### config.mk
export PLATFORM = sky130hd
export DESIGN_NAME = lakespec_read_port_ctrl
export DESIGN_NICKNAME = d
export VERILOG_FILES = /design/src/rtl/lakespec_pkg.sv /design/src/rtl/lakespec_rv_fifo2.sv /design/src/rtl/lakespec_read_port_ctrl.sv
export SDC_FILE = /design/constraint.sdc
export NUM_CORES = 1
export LEC_CHECK = 0
export ABC_AREA = 1
export CAP_MARGIN = 40
export CORE_ASPECT_RATIO = 1.2
export CORE_MARGIN = 10
export CORE_UTILIZATION = 59
export CTS_CLUSTER_DIAMETER = 200
export DETAILED_ROUTE_END_ITERATION = 7
export GPL_TIMING_DRIVEN = 0
export HOLD_SLACK_MARGIN = 0.15
export PLACE_DENSITY = 0.93
export SLEW_MARGIN = 20
export SYNTH_ARGS = -nofsm -noshare
export SYNTH_HDL_FRONTEND = slang
export SYNTH_SLANG_ARGS = --single-unit
### constraint.sdc
create_clock -name clk -period 3.85 [get_ports clk]
set_clock_uncertainty 0.1 [all_clocks]
set_input_delay 0.385 -clock clk [delete_from_list [all_inputs] [get_ports clk]]
set_output_delay 0.385 -clock clk [all_outputs]
set_load 0.02 [all_outputs]
### src/rtl/lakespec_pkg.sv
// Shared types for the lakespec port controllers (read and write side).
package lakespec_pkg;

    localparam int LS_CNT_WIDTH = 16;

    typedef enum logic [1:0] {
        ST_IDLE = 2'd0,
        ST_RUN  = 2'd1,
        ST_DONE = 2'd2
    } ls_state_e;

    typedef struct packed {
        logic [LS_CNT_WIDTH-1:0] num_data;
        logic                    is_static;
    } port_cfg_t;

endpackage

### src/rtl/lakespec_rv_fifo2.sv
// Two-entry ready/valid buffer; push and pop may coincide at any occupancy.
module lakespec_rv_fifo2 #(
    parameter int WIDTH = 16
) (
    input  logic             clk,
    input  logic             rst,
    input  logic             clr,
    input  logic             push,
    input  logic [WIDTH-1:0] wdata,
    input  logic             pop,
    output logic [WIDTH-1:0] head,
    output logic             full,
    output logic             empty
);

    logic [1:0][WIDTH-1:0] mem_q, mem_d;
    logic                  wr_ptr_q, wr_ptr_d;
    logic                  rd_ptr_q, rd_ptr_d;
    logic [1:0]            count_q, count_d;
    logic                  do_push, do_pop;

    assign full  = (count_q == 2'd2);
    assign empty = (count_q == 2'd0);
    assign head  = mem_q[rd_ptr_q];

    // A push into a full buffer is accepted only when the head leaves in the same cycle.
    assign do_pop  = pop & ~empty;
    assign do_push = push & (~full | do_pop);

    always_comb begin
        mem_d    = mem_q;
        wr_ptr_d = wr_ptr_q;
        rd_ptr_d = rd_ptr_q;
        count_d  = count_q;
        if (clr) begin
            mem_d    = '0;
            wr_ptr_d = 1'b0;
            rd_ptr_d = 1'b0;
            count_d  = 2'd0;
        end else begin
            if (do_push) begin
                mem_d[wr_ptr_q] = wdata;
                wr_ptr_d        = ~wr_ptr_q;
            end
            if (do_pop) begin
                rd_ptr_d = ~rd_ptr_q;
            end
            count_d = count_q + {1'b0, do_push} - {1'b0, do_pop};
        end
    end

    always_ff @(posedge clk or posedge rst) begin
        if (rst) begin
            mem_q    <= '0;
            wr_ptr_q <= 1'b0;
            rd_ptr_q <= 1'b0;
            count_q  <= 2'd0;
        end else begin
            mem_q    <= mem_d;
            wr_ptr_q <= wr_ptr_d;
            rd_ptr_q <= rd_ptr_d;
            count_q  <= count_d;
        end
    end

endmodule

### src/rtl/lakespec_read_port_ctrl.sv
// Egress controller: pulls memory read words through a 2-entry buffer onto one output port,
// optionally stopping after cfg_num_data accepted transfers.
//
//   state   | meaning
//   IDLE    | after reset/flush; no fetch, port_valid=0
//   RUN     | fetching and delivering words
//   DONE    | dynamic count reached; parked until flush
module lakespec_read_port_ctrl
    import lakespec_pkg::*;
#(
    parameter int DATA_WIDTH = 16,
    parameter int CNT_WIDTH  = 16
) (
    input  logic                  clk,
    input  logic                  rst,
    input  logic                  flush,
    input  logic [CNT_WIDTH-1:0]  cfg_num_data,
    input  logic                  cfg_static,
    input  logic [DATA_WIDTH-1:0] mem_data,
    input  logic                  mem_valid,
    output logic                  mem_ready,
    output logic [DATA_WIDTH-1:0] port_data,
    output logic                  port_valid,
    input  logic                  port_ready,
    output logic                  done,
    output logic [CNT_WIDTH-1:0]  xfer_count
);

    localparam logic [CNT_WIDTH-1:0] CNT_MAX = '1;
    localparam logic [CNT_WIDTH-1:0] CNT_ONE = CNT_WIDTH'(1);

    ls_state_e             state_q, state_d;
    logic [CNT_WIDTH-1:0]  issue_cnt_q, issue_cnt_d;
    logic [CNT_WIDTH-1:0]  xfer_count_q, xfer_count_d;
    logic                  done_q, done_d;

    port_cfg_t             cfg;
    logic [CNT_WIDTH-1:0]  num_lim;
    logic                  buf_full, buf_empty;
    logic                  push, pop;
    logic [DATA_WIDTH-1:0] buf_head;

    assign cfg     = '{num_data: LS_CNT_WIDTH'(cfg_num_data), is_static: cfg_static};
    assign num_lim = CNT_WIDTH'(cfg.num_data);

    // Fetch gating uses only registered state, so port_ready never reaches mem_ready.
    assign mem_ready  = (state_q == ST_RUN) & ~buf_full &
                        (cfg.is_static | (issue_cnt_q < num_lim));
    assign port_valid = ~buf_empty & (state_q != ST_IDLE);
    assign port_data  = buf_head;
    assign done       = done_q;
    assign xfer_count = xfer_count_q;

    assign push = mem_valid & mem_ready;
    assign pop  = port_valid & port_ready;

    lakespec_rv_fifo2 #(
        .WIDTH (DATA_WIDTH)
    ) u_buf (
        .clk   (clk),
        .rst   (rst),
        .clr   (flush),
        .push  (push),
        .wdata (mem_data),
        .pop   (pop),
        .head  (buf_head),
        .full  (buf_full),
        .empty (buf_empty)
    );

    always_comb begin
        state_d      = state_q;
        issue_cnt_d  = issue_cnt_q;
        xfer_count_d = xfer_count_q;
        if (flush) begin
            state_d      = ST_IDLE;
            issue_cnt_d  = '0;
            xfer_count_d = '0;
        end else begin
            if (push && issue_cnt_q != CNT_MAX) begin
                issue_cnt_d = issue_cnt_q + CNT_ONE;
            end
            if (pop && xfer_count_q != CNT_MAX) begin
                xfer_count_d = xfer_count_q + CNT_ONE;
            end
            case (state_q)
                ST_IDLE: begin
                    if (!cfg.is_static && num_lim == '0) begin
                        state_d = ST_DONE;
                    end else begin
                        state_d = ST_RUN;
                    end
                end
                ST_RUN: begin
                    if (!cfg.is_static && pop && xfer_count_d == num_lim) begin
                        state_d = ST_DONE;
                    end
                end
                ST_DONE: state_d = ST_DONE;
                default: state_d = ST_IDLE;
            endcase
        end
        done_d = (state_d == ST_DONE);
    end

    always_ff @(posedge clk or posedge rst) begin
        if (rst) begin
            state_q      <= ST_IDLE;
            issue_cnt_q  <= '0;
            xfer_count_q <= '0;
            done_q       <= 1'b0;
        end else begin
            state_q      <= state_d;
            issue_cnt_q  <= issue_cnt_d;
            xfer_count_q <= xfer_count_d;
            done_q       <= done_d;
        end
    end

endmodule
**Word level (Yosys, flattened, before mapping)**

Index checks and enable logic that the tools add are counted.
W data, S select, Z words.

- Reduce and logical (&&, ||, !) cells: 14
- Equal/unequal tests: 7
- $lt $le $gt $ge: 4
- Add/subtract/negate cells: 4
- Mux-type cells: 21
- Bitwise gates (word level): 13

Operator list:

| cell | count |
|---|---|
| $mux W16 | 8 |
| $mux W32 | 2 |
| $add A16 B1 Y16 const B | 2 |
| $bwmux W32 | 1 |
| $ne A16 B16 Y1 const B | 2 |
| $demux W16 S1 | 1 |
| $eq A16 B16 Y1 | 1 |
| $logic_not A16 Y1 | 1 |
| $lt A16 B16 Y1 | 1 |
| $mux W2 | 4 |
| $reduce_bool A2 Y1 | 4 |
| $and A1 B1 Y1 | 7 |
| $eq A2 B2 Y1 const B | 3 |
| $logic_and A1 B1 Y1 | 6 |
| $pmux W2 S3 | 1 |
| $logic_not A2 Y1 | 2 |
| $lt A1 B2 Y1 const B | 2 |
| $mux W1 | 4 |
| $not A1 Y1 | 4 |
| $add A2 B1 Y2 | 1 |
| $eq A2 B1 Y1 const B | 1 |
| $or A1 B1 Y1 | 2 |
| $sub A2 B1 Y2 | 1 |
| $ge A1 B1 Y1 const B | 1 |
| $logic_not A1 Y1 | 1 |

- Flip-flop bits (word level): 71
- Input bits: 38
- Word-level logic and storage cells: 72
- Output and inout port bits: 35

**Longest topological paths before layout**

- Word-level depth: 13
- Mapped depth: 17
- Gate-level depth less buffers: 17

**Cells and area by module**

Synthesis repeated with hierarchy kept, for this count alone.

- Cell total of the unflattened synthesis: 704
- Area, all modules: 4790.8 um^2

By module, submodules not included:

| module | area each (um^2) | sequential area each (um^2) | cells each | times used |
|---|---|---|---|---|
| lakespec_read_port_ctrl | 3021.6 | 875.8 | 480 | 1 |
| lakespec_rv_fifo2 | 1769.2 | 900.9 | 224 | 1 |

**Least setup slack after synthesis**

Ideal clock, no wire load.

- Path type: input-to-reg
- Start: in cfg_num_data[5]
- End: reg u_buf.count_q[1]
- Library setup time: 0.132 ns
- Arrival time: 2.091 ns
- Required time: 3.618 ns
- Stages on the path: 15
- Slack: 1.527 ns
- Buffers on the path: 1
- Cell sequence: inv_1 -> ha_1 -> a21oi_1 -> nor2_1 -> a211oi_1 -> nand2_1 -> nand4_1 -> nand2_1 -> nand2_1 -> nand3_1 -> inv_1 -> clkbuf_1 -> ha_1 -> xor2_1 -> nor2_1

- Word-level cells in the longest chain between the ends: 8

RTL lines:

| what | line | RTL |
|---|---|---|
| start: declaration | lakespec_read_port_ctrl.sv:17 | `input logic [CNT_WIDTH-1:0] cfg_num_data,` |
| $lt A16 B16 Y1 | lakespec_read_port_ctrl.sv:48 | `(cfg.is_static \| (issue_cnt_q < num_lim));` |
| $or A1 B1 Y1 | lakespec_read_port_ctrl.sv:48 |  |
| $and A1 B1 Y1 | lakespec_read_port_ctrl.sv:47 | `assign mem_ready = (state_q == ST_RUN) & ~buf_full &` |
| $and A1 B1 Y1 | lakespec_read_port_ctrl.sv:54 | `assign push = mem_valid & mem_ready;` |
| $and A1 B1 Y1 | lakespec_rv_fifo2.sv:28 | `assign do_push = push & (~full \| do_pop);` |
| $add A2 B1 Y2 | lakespec_rv_fifo2.sv:48 | `count_d = count_q + {1'b0, do_push} - {1'b0, do_pop};` |
| $sub A2 B1 Y2 | lakespec_rv_fifo2.sv:48 |  |
| $mux W2 | lakespec_rv_fifo2.sv:35 | `if (clr) begin` |
| via u_buf.count_d[1] | lakespec_rv_fifo2.sv:19 | `logic [1:0] count_q, count_d;` |
| end signal: assignment | lakespec_rv_fifo2.sv:62 | `count_q <= count_d;` |
| end: declaration | lakespec_rv_fifo2.sv:19 |  |

The timed path passes the listed nets, and every way through them passes these cells.
A chain may end at the register's enable or synchronous reset.

**Worst setup path in the final report**

- Start: in cfg_num_data[5]
- End: out mem_ready

- Word-level cells in the longest chain between the ends: 3

RTL lines:

| what | line | RTL |
|---|---|---|
| $lt A16 B16 Y1 | lakespec_read_port_ctrl.sv:48 |  |
| $or A1 B1 Y1 | lakespec_read_port_ctrl.sv:48 |  |
| $and A1 B1 Y1 | lakespec_read_port_ctrl.sv:47 |  |
| end: declaration | lakespec_read_port_ctrl.sv:21 | `output logic mem_ready,` |

Every way passes these cells.

==> results.txt <==
status - finished, final reports clean
clock root cell - clkbuf_8
register area share after synthesis - 37.8%
first-pass GRT wire length - 23.2 mm
die height - 118 µm
unrepaired setup endpoints after global routing - no
synth unique cells - 33
syn nets - 742
clk slew on worst S/H paths - 80 ps
max-slew violations - 0
HP Class - in2async
cts bufs inserted - 9
period utilisation layout - 87.2%
Vias/cell - 5.76
initial cell density of the core - 60.9%
Simple-Gate Fraction of Synth Area - 40.4%
Worst Setup End Kind - primary output
CTS HTree Levels - 3
Pwr Density - 346 nW/µm²
largest family of logic cells by synthesized area - simple AND/OR/NAND/NOR gates
slowest stage cell on the critical path - clkdlybuf4s50_1
static leakage - 2.77 nW
Placer Congestion - 0.912
DP HPWL - 10.4 mm
GRT overflow - 0
Critical Path Max Stage Delay - 680 ps
Slew @ Worst Pin - 652 ps
fillers - 553
Comb pwr share - 24.4%
clock net sink count - 71
ranking of synthesized cells by area - dfrtp_1, nand2_1, nand3_1
area fraction in compound gates after synthesis - 6.29%
post-synthesis cell area - 4700 µm²
Internal Power - 1.34 mW
CTS Buffer Depth - 2
area grow syn2layout - 22.8%
Post-Synth Adder-Cell Area - 5.06%
worst skew pair latency - 360 ps
post-synthesis mux area share - 0%
gate count of the mapped netlist - 685
I/O Pins - 73
Initial DRC Count - 469
most frequent cells in the layout - nand2_1, dfrtp_1, clkdlybuf4s50_1
Rows - 35
Core Area - 7710 µm²
GRT Total Usage - 23.4%
number of diodes - 0
Final Hold Viols - 0
DRC viols - 0
vias in the first global route - 4969
largest net degree at the start of global routing - 42
Top delay family on crit path - buffers and inverters
CP startpoint kind - input port
Post-CTS Setup Bufs - 0
Max VDD drop - 0.000299 V
IO buf count - 71
fin crit period - 3360 ps
initial antenna violation count - 0
PostCTS Resize Cnt - 0
Worst Path Max Fanout - 3
DRT Wirelength - 13.9 mm
xor/xnor cell area share of the yosys netlist - 3.73%
die span in x - 101 µm
Critical Path RT - 3370 ps
setup TNS - 0 ps
Setup violations, final - 0
WL per Instance - 16.1 µm
Sw Share - 32.6%
clock tree from TritonCTS - built
top-area cell type share of the netlist area - 37.8%
die area - 11900 µm²
Psw - 0.651 mW
crit path buf inv count - 3
Routed Antenna Nets - 0
Nets - 825
drt pass-1 iters - 7
FMAX - 298 MHz
routed vias - 4985
Tot Pwr - 1.99 mW
crit path kind - in2out
clock network fraction of design power - 33.7%
Yosys top cell by area - dfrtp_1
CP Cell Sequence - clkdlybuf4s50_1 > inv_1 > ha_1 > a21oi_1 > nor2_1 > a211oi_1 > nand2_1 > nand4_1 > nand2_1 > a21boi_0 > clkdlybuf4s50_1
syn_area_per_cell - 6.86 µm²
most common cell after layout, fill and taps aside - nand2_1
max_cap viols - 0
WP data arrival - 2870 ps
proportion of layout cells with a drive suffix above 1 - 5.56%
number of synthesized register bits - 71
Syn. warnings - 0
Hold Buf Count CTS - 0
slew margin rel. - 56.5%
Sequential Power Share - 41.9%
cell families after synthesis:
logic type      count (synthesis)
simple gates                  442
buf+inv                        78
flops                          71
compound gates                 55
xor+xnor                       20
fa+ha+maj                      19
worst paths after layout:
check / from / to / slack, ps / depth (start not counted)
setup / recovery: cfg_num_data[5] / mem_ready / 490 / 11
setup reg to reg: issue_cnt_q[5] / u_buf.count_q[1] / 1010 / 14
hold reg to reg: u_buf.mem_q[2] / u_buf.mem_q[2] / 380 / 2
min in group clk: u_buf.mem_q[2] / u_buf.mem_q[2] / 380 / 2
max in group asynchronous: rst / xfer_count[11] / 2810 / 3
hold / removal: rst / u_buf.mem_q[4] / 270 / 2
registers in the layout (all words and copies together) (netlist names):
signal and cells:
issue_cnt_q 16, u_buf.mem_q 32, u_buf.wr_ptr_q 1, u_buf.count_q 2, xfer_count 16, u_buf.rd_ptr_q 1, state_q 2, done 1
through the flow:
step	util, %	setup WS (ps)	instances	instance area [µm²]	hold slack (ps)
floorplan	-	1530	685	4700	342
global placement	71.6	382	848	5520	354
detailed placement	71.9	489	849	5540	358
CTS	74.8	522	865	5760	276
global route	74.8	315	865	5760	298
finish	74.8	493	865	5760	271
Yosys cell counts:
cell type / instances
nor2_4: 5
o41ai_1: 1
dfrtp_1: 71
clkinv_1: 2
buf_2: 2
nand4_1: 12
buf_1: 1
o21ai_1: 4
clkbuf_1: 16
a211oi_1: 1
ha_1: 19
nor2_1: 64
nand2_2: 8
a21boi_0: 2
nor3_1: 4
nor2_2: 3
a21oi_1: 16
inv_1: 52
xor2_1: 14
nand3_4: 1
buf_6: 2
nand2_4: 1
nor4_1: 4
nand3b_1: 2
nand2_1: 265
o21ai_2: 1
xnor2_1: 6
o211ai_1: 2
o21ai_0: 28
buf_4: 1
nand3_1: 70
nor3b_1: 3
inv_2: 2
power by group through the flow:
stage               Clock (mW)  Sequential [mW]  Combinational, mW
floorplan                    0            0.854              0.275
global placement             0            0.845              0.456
global route             0.711            0.842              0.538
detailed placement           0            0.848              0.476
CTS                      0.677            0.834              0.481
finish                   0.672            0.835              0.487
layer usage:
metal | vias up | track usage [%] | routed length (µm) | share of wire, %
met1 | 2333 | 26.5 | 5070 | 36
met4 | 0 | 11.8 | 553 | 4.0
met5 | - | 0 | 0 | 0
met2 | 242 | 40.0 | 7150 | 51
met3 | 49 | 4.46 | 1140 | 8.2
li1 | 2361 | - | - | -
final cells by class:
cell class	instances	area, µm²	share of cell area [%]
plain buffers	22	104	1.80
clock inverters	6	92.6	1.61
well taps	92	115	2.00
repair buffers	72	731	12.7
multi-input cells	536	2610	45.2
inverters	56	213	3.69
flip-flops and latches	71	1780	30.8
clock buffers	10	128	2.21
No activity file was read; power rests on OpenSTA's default activity.
